[config.mk]
export PLATFORM = sky130hd
export DESIGN_NAME = axi_axil_rd_burst_bridge
export DESIGN_NICKNAME = d
export VERILOG_FILES = /design/src/rtl/axi_pkg.sv /design/src/rtl/axi_burst_addr_gen.sv /design/src/rtl/axi_axil_rd_burst_bridge.sv
export SDC_FILE = /design/constraint.sdc
export NUM_CORES = 1
export LEC_CHECK = 0
export CAP_MARGIN = 20
export CORE_MARGIN = 5
export CORE_UTILIZATION = 55
export DETAILED_ROUTE_END_ITERATION = 16
export GPL_ROUTABILITY_DRIVEN = 0
export PLACE_DENSITY = 0.84
export SLEW_MARGIN = 20
export SYNTH_ARGS = -nofsm -noshare
export SYNTH_HDL_FRONTEND = slang
export SYNTH_HIERARCHICAL = 1
export SYNTH_SLANG_ARGS = --single-unit
[constraint.sdc]
create_clock -name clk -period 8.55 [get_ports clk]
set_input_delay 1.71 -clock clk [delete_from_list [all_inputs] [get_ports clk]]
set_output_delay 1.71 -clock clk [all_outputs]
set_load 0.01 [all_outputs]
[src/rtl/axi_pkg.sv]
// Shared AXI encodings and the read-bridge state type.
package axi_pkg;

    localparam logic [1:0] BURST_FIXED = 2'b00;
    localparam logic [1:0] BURST_INCR  = 2'b01;
    localparam logic [1:0] BURST_WRAP  = 2'b10;

    localparam logic [1:0] RESP_OKAY   = 2'b00;
    localparam logic [1:0] RESP_SLVERR = 2'b10;

    typedef enum logic [1:0] {
        IDLE,
        RUN,
        ERR
    } state_t;

    // WRAP bursts are only legal with 2, 4, 8 or 16 beats.
    function automatic logic wrap_len_ok(input logic [7:0] len);
        return (len == 8'd1) || (len == 8'd3) || (len == 8'd7) || (len == 8'd15);
    endfunction

endpackage

[src/rtl/axi_burst_addr_gen.sv]
// Combinational next-beat address for FIXED/INCR/WRAP bursts; shared by the
// read and write bridges.
module axi_burst_addr_gen
    import axi_pkg::*;
#(
    parameter int ADDR_WIDTH = 32
) (
    input  logic [ADDR_WIDTH-1:0] addr_i,
    input  logic [7:0]            len_i,
    input  logic [2:0]            size_i,
    input  logic [1:0]            burst_i,
    output logic [ADDR_WIDTH-1:0] next_addr_o
);

    logic [ADDR_WIDTH-1:0] step;
    logic [ADDR_WIDTH-1:0] incr_addr;
    logic [ADDR_WIDTH-1:0] wrap_mask;

    always_comb begin
        step      = ADDR_WIDTH'(1) << size_i;
        incr_addr = addr_i + step;
        // Wrap window is the whole burst length in bytes; the low bits roll over.
        wrap_mask = ((ADDR_WIDTH'(len_i) + ADDR_WIDTH'(1)) << size_i) - ADDR_WIDTH'(1);
        case (burst_i)
            BURST_FIXED: next_addr_o = addr_i;
            BURST_INCR:  next_addr_o = incr_addr;
            BURST_WRAP:  next_addr_o = (addr_i & ~wrap_mask) | (incr_addr & wrap_mask);
            default:     next_addr_o = addr_i;
        endcase
    end

endmodule

[src/rtl/axi_axil_rd_burst_bridge.sv]
// AXI4 read burst to AXI-Lite single-beat read bridge with a bounded number of
// lite reads in flight; illegal bursts are answered locally with SLVERR beats.
module axi_axil_rd_burst_bridge
    import axi_pkg::*;
#(
    parameter int ADDR_WIDTH      = 32,
    parameter int DATA_WIDTH      = 32,
    parameter int ID_WIDTH        = 8,
    parameter int MAX_OUTSTANDING = 4
) (
    input  logic                  clk,
    input  logic                  rstn,

    input  logic [ID_WIDTH-1:0]   s_axi_arid,
    input  logic [ADDR_WIDTH-1:0] s_axi_araddr,
    input  logic [7:0]            s_axi_arlen,
    input  logic [2:0]            s_axi_arsize,
    input  logic [1:0]            s_axi_arburst,
    input  logic [2:0]            s_axi_arprot,
    input  logic                  s_axi_arlock,
    input  logic [3:0]            s_axi_arcache,
    input  logic                  s_axi_arvalid,
    output logic                  s_axi_arready,

    output logic [ID_WIDTH-1:0]   s_axi_rid,
    output logic [DATA_WIDTH-1:0] s_axi_rdata,
    output logic [1:0]            s_axi_rresp,
    output logic                  s_axi_rlast,
    output logic                  s_axi_rvalid,
    input  logic                  s_axi_rready,

    output logic [ADDR_WIDTH-1:0] m_axil_araddr,
    output logic [2:0]            m_axil_arprot,
    output logic                  m_axil_arvalid,
    input  logic                  m_axil_arready,

    input  logic [DATA_WIDTH-1:0] m_axil_rdata,
    input  logic [1:0]            m_axil_rresp,
    input  logic                  m_axil_rvalid,
    output logic                  m_axil_rready
);

    localparam int              OW       = $clog2(MAX_OUTSTANDING + 1);
    localparam logic [OW-1:0]   MAX_OUT  = OW'(MAX_OUTSTANDING);
    localparam logic [2:0]      SIZE_MAX = 3'($clog2(DATA_WIDTH / 8));

    state_t                state_q;
    logic [ID_WIDTH-1:0]   id_q;
    logic [7:0]            len_q;
    logic [2:0]            size_q;
    logic [1:0]            burst_q;
    logic [2:0]            arprot_q;
    logic [ADDR_WIDTH-1:0] araddr_q;
    logic                  arvalid_q;
    logic [8:0]            issue_cnt_q;
    logic [8:0]            ret_cnt_q;
    logic [OW-1:0]         outst_q;

    logic                  ar_hs;
    logic                  lite_ar_hs;
    logic                  lite_r_hs;
    logic                  err_r_hs;
    logic                  burst_bad;
    logic [8:0]            issue_cnt_d;
    logic [OW-1:0]         outst_d;
    logic [ADDR_WIDTH-1:0] next_addr;

    wire unused_ok = &{1'b0, s_axi_arlock, s_axi_arcache};

    axi_burst_addr_gen #(
        .ADDR_WIDTH (ADDR_WIDTH)
    ) u_addr_gen (
        .addr_i      (araddr_q),
        .len_i       (len_q),
        .size_i      (size_q),
        .burst_i     (burst_q),
        .next_addr_o (next_addr)
    );

    assign s_axi_arready  = (state_q == IDLE);
    assign m_axil_araddr  = araddr_q;
    assign m_axil_arprot  = arprot_q;
    assign m_axil_arvalid = arvalid_q;

    // Return path is a straight pass-through in RUN; ERR fabricates SLVERR beats.
    always_comb begin
        s_axi_rvalid  = 1'b0;
        s_axi_rdata   = '0;
        s_axi_rresp   = RESP_OKAY;
        m_axil_rready = 1'b0;
        case (state_q)
            RUN: begin
                s_axi_rvalid  = m_axil_rvalid;
                s_axi_rdata   = m_axil_rdata;
                s_axi_rresp   = m_axil_rresp;
                m_axil_rready = s_axi_rready;
            end
            ERR: begin
                s_axi_rvalid  = 1'b1;
                s_axi_rresp   = RESP_SLVERR;
            end
            default: ;
        endcase
    end

    assign s_axi_rid   = id_q;
    assign s_axi_rlast = (state_q != IDLE) && (ret_cnt_q == 9'd1);

    assign ar_hs      = s_axi_arvalid && (state_q == IDLE);
    assign lite_ar_hs = arvalid_q && m_axil_arready;
    assign lite_r_hs  = (state_q == RUN) && m_axil_rvalid && s_axi_rready;
    assign err_r_hs   = (state_q == ERR) && s_axi_rready;

    assign burst_bad = (s_axi_arsize > SIZE_MAX) ||
                       (s_axi_arburst == 2'b11) ||
                       ((s_axi_arburst == BURST_WRAP) && !wrap_len_ok(s_axi_arlen));

    assign issue_cnt_d = issue_cnt_q - {8'd0, lite_ar_hs};
    assign outst_d     = outst_q + OW'(lite_ar_hs) - OW'(lite_r_hs);

    always_ff @(posedge clk or negedge rstn) begin
        if (!rstn) begin
            state_q     <= IDLE;
            id_q        <= '0;
            len_q       <= '0;
            size_q      <= '0;
            burst_q     <= '0;
            arprot_q    <= '0;
            araddr_q    <= '0;
            arvalid_q   <= 1'b0;
            issue_cnt_q <= '0;
            ret_cnt_q   <= '0;
            outst_q     <= '0;
        end else begin
            case (state_q)
                IDLE: begin
                    if (ar_hs) begin
                        id_q        <= s_axi_arid;
                        len_q       <= s_axi_arlen;
                        size_q      <= s_axi_arsize;
                        burst_q     <= s_axi_arburst;
                        arprot_q    <= s_axi_arprot;
                        araddr_q    <= s_axi_araddr;
                        issue_cnt_q <= {1'b0, s_axi_arlen} + 9'd1;
                        ret_cnt_q   <= {1'b0, s_axi_arlen} + 9'd1;
                        outst_q     <= '0;
                        if (burst_bad) begin
                            state_q   <= ERR;
                            arvalid_q <= 1'b0;
                        end else begin
                            state_q   <= RUN;
                            arvalid_q <= 1'b1;
                        end
                    end
                end
                RUN: begin
                    issue_cnt_q <= issue_cnt_d;
                    outst_q     <= outst_d;
                    if (lite_ar_hs) begin
                        araddr_q <= next_addr;
                    end
                    if (lite_r_hs) begin
                        ret_cnt_q <= ret_cnt_q - 9'd1;
                    end
                    if (lite_r_hs && (ret_cnt_q == 9'd1)) begin
                        state_q   <= IDLE;
                        arvalid_q <= 1'b0;
                    end else begin
                        arvalid_q <= (issue_cnt_d != 9'd0) && (outst_d < MAX_OUT);
                    end
                end
                ERR: begin
                    if (err_r_hs) begin
                        ret_cnt_q <= ret_cnt_q - 9'd1;
                        if (ret_cnt_q == 9'd1) begin
                            state_q <= IDLE;
                        end
                    end
                end
                default: state_q <= IDLE;
            endcase
        end
    end

endmodule

==> impl_metrics.tcl <==
set metrics [dict create \
    outcome "finished clean" \
    synth-edff-count 0 \
    p_per_area_nw_per_um2 423 \
    critPathCaptureType "output pin" \
    cp_max_fo 3 \
    drv_slew 0 \
    ios 183 \
    synthAdderAreaFrac_pct 4.85 \
    drive_above_1_share_pct 6.99 \
    gr-total-overflow 0 \
    place_area_um2 9290 \
    synth_top_family_by_area "simple AND/OR/NAND/NOR gates" \
    fin_nets 1211 \
    synth-main-ff-cell "dfrtp_1" \
    timing.final.crit_share_pct 54.6 \
    initial_core_util_pct 56.5 \
    grtUsageTotal_pct 27.6 \
    fp.dieW_um 127 \
    setup_viol 0 \
    min_path_type "register to register" \
    syn_avg_cell_area_um2 7.96 \
    wl_um 22700 \
    rsz0062_at_grt "no" \
    met2_length_um 10500 \
    final_area_um2 9620 \
    buffer_ports.inserted 177 \
    area_delta_synth_final_pct 27.6 \
    synth_async_sr_flop_share_pct 100 \
    wl_met1_um 9910 \
    clk_latency_ns 0.35 \
    wl_met3_um 1890 \
    syn-num-nets 1076 \
    viasPerCell 6.16 \
    die_h_um 127 \
    fillers 1124 \
    crit_family "buffers and inverters" \
    rows 42 \
    vias 7780 \
    hold_viol_final 0 \
    hpwl_um 16400 \
    skew_ns 0.00526 \
    drt_iter0_markers 907 \
    worstMarginPinSlew_ns 0.959 \
    netlist_instances 947 \
    peakVddDrop_uv 208 \
    core-area_um2 13300 \
    cp-start-kind "input port" \
    grt_max_degree 89 \
    dieArea_um2 16100 \
    fmax_ghz 0.214 \
    route.top_layer_used "met4" \
    ys_ff_latch 80 \
    clock_sinks 80 \
    cts_setup_buffers 0 \
    min_period_ns 4.67 \
    h-tree-depth 3 \
    cts-buffers-inserted 9 \
    leakage_uw 0.00363 \
    synth_compound_area_share_pct 24.1 \
    grt_pass1_wl_um 36500 \
    synth-simple-area-share_pct 27.0 \
    path_buf_inv 2 \
    cts_tree "yes" \
    cts_hold_buf 0 \
    firstDrtPassIters 5 \
    crit_required_ns 6.84 \
    clock_path_buffers 2 \
    crit_arrival_ns 2.96 \
    crit_slowest_cell "clkdlybuf4s50_1" \
    ys_seq_area_share_pct 26.6 \
    maxCapViolations 0 \
    critPathMostFrequentCell "clkdlybuf4s50_1" \
    drtAntennaViolNets 0 \
    antenna_cells 0 \
    worstSetupPathType "input port to output pin" \
    slew_headroom_pct 35.5 \
    yosys.area_share.xor_xnor_pct 3.37 \
    worst_setup_hold_path_clk_slew_ns 0.06 \
    netlist_area_um2 7540 \
    routedWlPerCell_um 18.0 \
    cts-root-buf "clkbuf_16" \
    slowest_delay_ns 0.55 \
    grt_pass1_vias 7148 \
    cts_resized 0 \
    route.detailed.drc 0 \
    worstPathCellList "clkdlybuf4s50_1 > a21oi_1 > nor2b_1 > clkdlybuf4s50_1" \
    grt_antenna_before_repair 0 \
    setup-tns-final_ns 0 \
    synth.distinct_cells 90 \
    yosysWarnings 6 \
    muxShareOfSynthArea_pct 8.68 \
]
per-layer routing:
metal  track usage [%]  vias up
met5                 0        -
met4              9.15        0
met3              5.43       44
met2              41.6      335
met1              39.8     3657
li1                  -     3744
synthesized netlist by cell type, drive strengths merged, types with 26 or more instances:
library cell	count	share of area [%]
a21oi	99	6.7
and2	36	3.0
buf	33	2.6
clkbuf	26	1.3
dfrtp	80	27
ha	26	4.3
inv	30	1.5
mux2i	38	5.0
nand2	65	3.2
nand3	37	2.9
nor2	93	4.6
nor3	32	2.2
o21ai	65	4.4
path summary, 6_finish.rpt:
kind	start	endpoint	slack, ns	cells after the start
max	m_axil_rvalid	s_axi_rvalid	3.88	4
min	m_axil_arprot[1]	m_axil_arprot[1]	0.51	1
max reg2reg	size_q[1]	m_axil_araddr[12]	4.07	14
min reg2reg	m_axil_arprot[1]	m_axil_arprot[1]	0.51	1
max in group asynchronous	rstn	m_axil_araddr[12]	6.63	1
min in group asynchronous	rstn	state_q[1]	1.41	1
sequential cells by signal (all words and copies together), names as in the netlist:
| register | cells |
|---|---|
| m_axil_arprot | 3 |
| size_q | 3 |
| issue_cnt_q | 9 |
| len_q | 8 |
| m_axil_araddr | 32 |
| state_q | 2 |
| m_axil_arvalid | 1 |
| ret_cnt_q | 9 |
| outst_q | 3 |
| s_axi_rid | 8 |
| burst_q | 2 |
worst register-to-register path, stage by stage (launching register included):
cell	delay (ns)
dfrtp_1	0.87
clkinv_1	0.50
nand2_1	0.28
nor2_1	0.07
ha_1	0.36
nor2b_1	0.18
a311oi_1	0.09
nand2_1	0.20
nand3_1	0.20
nor4_1	0.86
o31a_1	0.26
nor3_1	0.05
o21a_1	0.19
mux2i_1	0.14
a21oi_1	0.08
cell usage in the layout, fill, tap and decap left out, types with 6 or more instances in the layout:
master	count
clkdlybuf4s50_1	176
a21oi_1	98
nor2_1	93
dfrtp_1	80
nand2_1	65
o21ai_0	54
mux2i_1	38
and2_1	36
nand3_1	34
nor3_1	31
inv_1	29
ha_1	25
mux2_2	23
nor2b_1	15
and3_1	15
xor2_1	15
o211ai_1	15
xnor2_1	14
nand2b_1	12
or3_1	12
nor4_1	11
o21ai_1	10
nand3b_1	9
clkbuf_16	9
o22ai_1	8
o21a_1	7
nor3b_1	7
nand4_1	7
a31oi_1	7
a211o_1	7
o31ai_1	6
final cells by class:
cell class	count	area, um^2	share of cell area [%]
Clock buffer	12	267	2.77
Tap cell	176	220	2.29
Clock inverter	4	33.8	0.351
Sequential cell	80	2000	20.8
Timing Repair Buffer	183	1840	19.1
Multi-Input combinational cell	776	5140	53.4
Inverter	32	120	1.25
cell families after synthesis:
group	Yosys count
fa+ha+maj	28
xor+xnor	29
buf+inv	91
flops	80
simple gates	378
compound gates	279
mux	62
report_power, final:
| part | leakage, uW | internal (uW) | total [uW] | switching [uW] |
|---|---|---|---|---|
| combinational | 0.00256 | 1200 | 2800 | 1600 |
| clock | 0.000146 | 223 | 396 | 173 |
| sequential | 0.000924 | 571 | 881 | 309 |
through the flow:
step	utilization, %	total power [uW]	instances	hold slack [ns]	setup slack, ns
after floorplan	-	2810	947	0.472	4.89
after global placement	69.6	3540	1246	0.482	3.86
after detailed placement	69.6	3600	1246	0.497	3.85
after CTS	71.8	4030	1262	0.511	3.85
after global routing	72.1	4390	1263	0.529	3.81
final	72.1	4070	1263	0.508	3.88
(Power assumes the default switching activity.)
